[src/rtl/wishbone_bitstream_loader.sv]
// wishbone_bitstream_loader: Wishbone classic master streaming 32-bit words from a
// valid/ready source as single-beat writes to sequential addresses.
module wishbone_bitstream_loader #(
  parameter logic [31:0] BASE_ADDR   = 32'h3000_0000,
  parameter logic [31:0] ADDR_STRIDE = 32'd4,
  parameter int          CNT_W       = 16,
  parameter int          TIMEOUT     = 255
) (
  input  logic             wb_clk_i,
  input  logic             wb_rst_i,
  input  logic             start_i,
  input  logic             abort_i,
  input  logic [CNT_W-1:0] word_count_i,
  input  logic             word_valid_i,
  input  logic [31:0]      word_data_i,
  output logic             word_ready_o,
  output logic             wbm_cyc_o,
  output logic             wbm_stb_o,
  output logic             wbm_we_o,
  output logic [3:0]       wbm_sel_o,
  output logic [31:0]      wbm_addr_o,
  output logic [31:0]      wbm_data_o,
  input  logic             wbm_ack_i,
  output logic             busy_o,
  output logic             done_o,
  output logic             error_o,
  output logic [CNT_W-1:0] words_done_o
);
  localparam int TW = TIMEOUT > 1 ? $clog2(TIMEOUT) : 1;
  typedef enum logic [2:0] {IDLE, FETCH, WRITE, DONE, ERR} state_t;
  state_t           state;
  logic [CNT_W-1:0] remaining;
  logic [TW-1:0]    tmo;
  assign word_ready_o = (state == FETCH) && !abort_i;
  always_ff @(posedge wb_clk_i or posedge wb_rst_i) begin
    if (wb_rst_i) begin
      state        <= IDLE;
      remaining    <= '0;
      tmo          <= '0;
      wbm_cyc_o    <= 1'b0;
      wbm_stb_o    <= 1'b0;
      wbm_we_o     <= 1'b0;
      wbm_sel_o    <= 4'h0;
      wbm_addr_o   <= '0;
      wbm_data_o   <= '0;
      busy_o       <= 1'b0;
      done_o       <= 1'b0;
      error_o      <= 1'b0;
      words_done_o <= '0;
    end else if (abort_i) begin
      state     <= IDLE;
      wbm_cyc_o <= 1'b0;
      wbm_stb_o <= 1'b0;
      wbm_we_o  <= 1'b0;
      wbm_sel_o <= 4'h0;
      busy_o    <= 1'b0;
      done_o    <= 1'b0;
      error_o   <= 1'b0;
    end else begin
      case (state)
        IDLE, DONE, ERR: if (start_i) begin
          remaining    <= word_count_i;
          wbm_addr_o   <= BASE_ADDR;
          words_done_o <= '0;
          error_o      <= 1'b0;
          done_o       <= word_count_i == '0;
          busy_o       <= word_count_i != '0;
          state        <= word_count_i == '0 ? DONE : FETCH;
        end
        FETCH: if (word_valid_i) begin
          wbm_data_o <= word_data_i;
          wbm_cyc_o  <= 1'b1;
          wbm_stb_o  <= 1'b1;
          wbm_we_o   <= 1'b1;
          wbm_sel_o  <= 4'hF;
          tmo        <= '0;
          state      <= WRITE;
        end
        WRITE: if (wbm_ack_i) begin
          // an ack in the expiry cycle still completes the write
          wbm_cyc_o    <= 1'b0;
          wbm_stb_o    <= 1'b0;
          wbm_we_o     <= 1'b0;
          wbm_sel_o    <= 4'h0;
          words_done_o <= words_done_o + CNT_W'(1);
          remaining    <= remaining - CNT_W'(1);
          wbm_addr_o   <= wbm_addr_o + ADDR_STRIDE;
          done_o       <= remaining == CNT_W'(1);
          busy_o       <= remaining != CNT_W'(1);
          state        <= remaining == CNT_W'(1) ? DONE : FETCH;
        end else if (tmo == TW'(TIMEOUT - 1)) begin
          wbm_cyc_o <= 1'b0;
          wbm_stb_o <= 1'b0;
          wbm_we_o  <= 1'b0;
          wbm_sel_o <= 4'h0;
          error_o   <= 1'b1;
          busy_o    <= 1'b0;
          state     <= ERR;
        end else begin
          tmo <= tmo + TW'(1);
        end
        default: state <= IDLE;
      endcase
    end
  end
endmodule

[config.mk]
export PLATFORM = sky130hd
export DESIGN_NAME = wishbone_bitstream_loader
export DESIGN_NICKNAME = d
export VERILOG_FILES = /design/src/rtl/wishbone_bitstream_loader.sv
export SDC_FILE = /design/constraint.sdc
export NUM_CORES = 1
export LEC_CHECK = 0
export ABC_AREA = 1
export CAP_MARGIN = 25
export CORE_ASPECT_RATIO = 1.25
export CORE_UTILIZATION = 35
export DETAILED_ROUTE_END_ITERATION = 10
export REMOVE_ABC_BUFFERS = 1
export SLEW_MARGIN = 20
export SYNTH_ARGS = -nofsm -noshare
export SYNTH_HDL_FRONTEND = slang
export SYNTH_SLANG_ARGS = --single-unit
[constraint.sdc]
create_clock -name wb_clk_i -period 7.4 [get_ports wb_clk_i]
set_input_delay 1.11 -clock wb_clk_i [delete_from_list [all_inputs] [get_ports wb_clk_i]]
set_output_delay 1.11 -clock wb_clk_i [all_outputs]
set_load 0.01 [all_outputs]
==> impl_metrics.toml <==
[clock_tree]
clock_latency_ps = 360
path_clk_slew_ps = 80
clock_path_buffers = 2
ctsHoldBuffers = 0
cts.repair_timing.setup_buffer_count = 0
cts_buffers = 9
htree_levels = 3
cts-resized-gates = 0
cts.sinks = 109
cts-root-buf = "clkbuf_16"
cts_tree = "yes"

[power_and_ir_drop]
irDropWorstVdd_mv = 0.158
p_sw_share_pct = 35.3
seqPwrFrac_pct = 41.7
p_sw_w = 0.000729
power_frac_clock_pct = 23.1
intPower_w = 0.00133
finalPower_w = 0.00206
p_leak_nw = 3.55
power_density_nw_per_um2 = 251
pwr-share-comb_pct = 35.2

[place]
dpl.hpwl_um = 11900
portBuffers = 142
placed_cells = 1210
gp_congestion = 0.924
dp_slack_ps = 3870

[floorplan]
core_area_um2 = 17600
dieArea_um2 = 18700
die_h_um = 153
start_util_pct = 36.0
die_width_um = 122
pin_count = 145
rows = 54

[global_routing]
antenna_found_initial = 0
grt_pass1_wl_um = 28200
grt_util_all_layers_pct = 19.0
gr-total-overflow = 0
grt_pass1_vias = 5874
grt_max_degree = 75

[setup_path]
start_kind = "primary input"
crit_path_end_kind = "primary output"
rrSetupSlack_ps = 5390
r2r_start = "state[1]"
timing.critical_path.arrival_ps = 2430
critical_path_class = "in -> out"
crit_start = "abort_i"
reg2reg_depth = 9
r2r-end = "remaining[12]"
cp_max_fo = 8
critPathRequiredTime_ps = 6290

[finish]
finalNonFillerCells = 1227
final_cell_mix = "nand2_1, clkdlybuf4s50_1, nor2_1"
drive_gt1_share_pct = 5.98
nets = 1058
final_common_cell = "nand2_1"
antenna-diode-count = 0
area_growth_pct = 29.4

[drt]
antenna_left = 0
wl_per_cell_um = 13.9
viasPerCell = 4.95
wl_um = 17100
drt_pass1_iterations = 5
drc_errors = 0
drt_iter0_markers = 347
vias = 6071

[timing]
fin_crit_sh_pct = 47.8
min_period_ps = 3540
fin_skew_ps = 7.65
clock.fmax_ghz = 0.283
holdWs_ps = 494
worst_pin_slew_ps = 763
setup_violations = 0
fin_ws_ps = 3860
hold_viol = 0
slew_viol_final = 0
relSlewSlack_pct = 49.0
final.setup.tns_ps = 0
rsz0062_at_grt = "false"

[synthesis]
synth.cell_area_um2 = 6350
synth_cells = 871
synth_area_leader_cell = "dfrtp_1"
yosysUniqueCellTypes = 29
ys_seq_area_share_pct = 43.0
synth_seq_cells = 109
yosys-top-cells-area = "dfrtp_1, nand2_1, nor2_1"
synth_top_area_share_pct = 43.0
yosysWarningCount = 0
avgSynthCellArea_um2 = 7.29

[worst_hold_path]
holdPathEnd = "wbm_data_o[1]"
whs_path_depth = 1
min-delay-start = "wbm_data_o[1]"
hp-class = "reg -> reg"

[run_status]
outcome = "complete, no violations"

[job]
drv_cap = 0
-- registers in the layout, indices dropped and copies added (netlist names), 3 cells and up --
signal / flops
remaining: 16
tmo: 8
wbm_addr_o: 30
words_done_o: 16
wbm_data_o: 32
state: 3
-- routing by layer --
metal / vias up / part of all wire, % / global-route usage [%]
met3: 15 / 7.7 / 5.73
met5: - / 0 / 0
met1: 2816 / 43 / 22.5
met4: 0 / 1.2 / 6.04
li1: 3055 / - / -
met2: 185 / 48 / 32.5
-- area by class of cell --
type,instances,area (um2)
clock buffers,10,229
inverters,77,292
repair buffers,148,1490
clock inverters,6,46.3
well taps,224,280
flip-flops and latches,109,2730
fillers,1760,9420
multi-input cells,653,3150
-- power by group through the flow --
stage                     clock network [W]  registers [W]  logic, W
after global placement                    0       0.000867  0.000730
after global routing               0.000509       0.000887  0.000805
after detailed placement                  0       0.000871  0.000730
after floorplan                           0       0.000899  0.000337
final                              0.000476       0.000861  0.000727
after CTS                          0.000490       0.000863  0.000734
-- worst max-delay path, cell delays in order --
cell and delay, ps:
clkdlybuf4s50_1 550, nor2_2 210, clkdlybuf4s50_1 560
-- cell families after synthesis --
logic type / synth area share [%]
AO/OA/AOI/OAI: 5.38
XOR/XNOR: 1.24
adder cells (fa/ha/maj): 1.18
buffers and inverters: 7.61
flip-flops: 43.0
multiplexers: 5.67
other: 0.0591
AND/OR/NAND/NOR: 35.9
-- cell usage after synthesis, drive strengths merged --
cell type,count
a21oi,15
buf,28
clkbuf,5
conb,1
dfrtp,109
ha,6
inv,77
mux2,32
nand2,288
nand3,67
nand3b,2
nand4,43
nor2,123
nor3,8
o211ai,1
o21a,1
o21ai,45
o21bai,2
o31ai,1
or2,8
xor2,9
-- stage by stage --
stage               area (um2)  util (%)
floorplan                 6160         -
global placement          7910      44.9
detailed placement        7910      44.9
CTS                       8190      46.4
global route              8210      46.6
finish                    8210      46.6
-- how the worst max path moves through the flow --
stage	end	slack, ps	cells after the start
after floorplan	busy_o	3420	1
after CTS	word_ready_o	3860	3
after global routing	word_ready_o	3790	3
after global placement	word_ready_o	3860	3
after detailed placement	word_ready_o	3870	3
final	word_ready_o	3860	3
(Power assumes the default switching activity.)
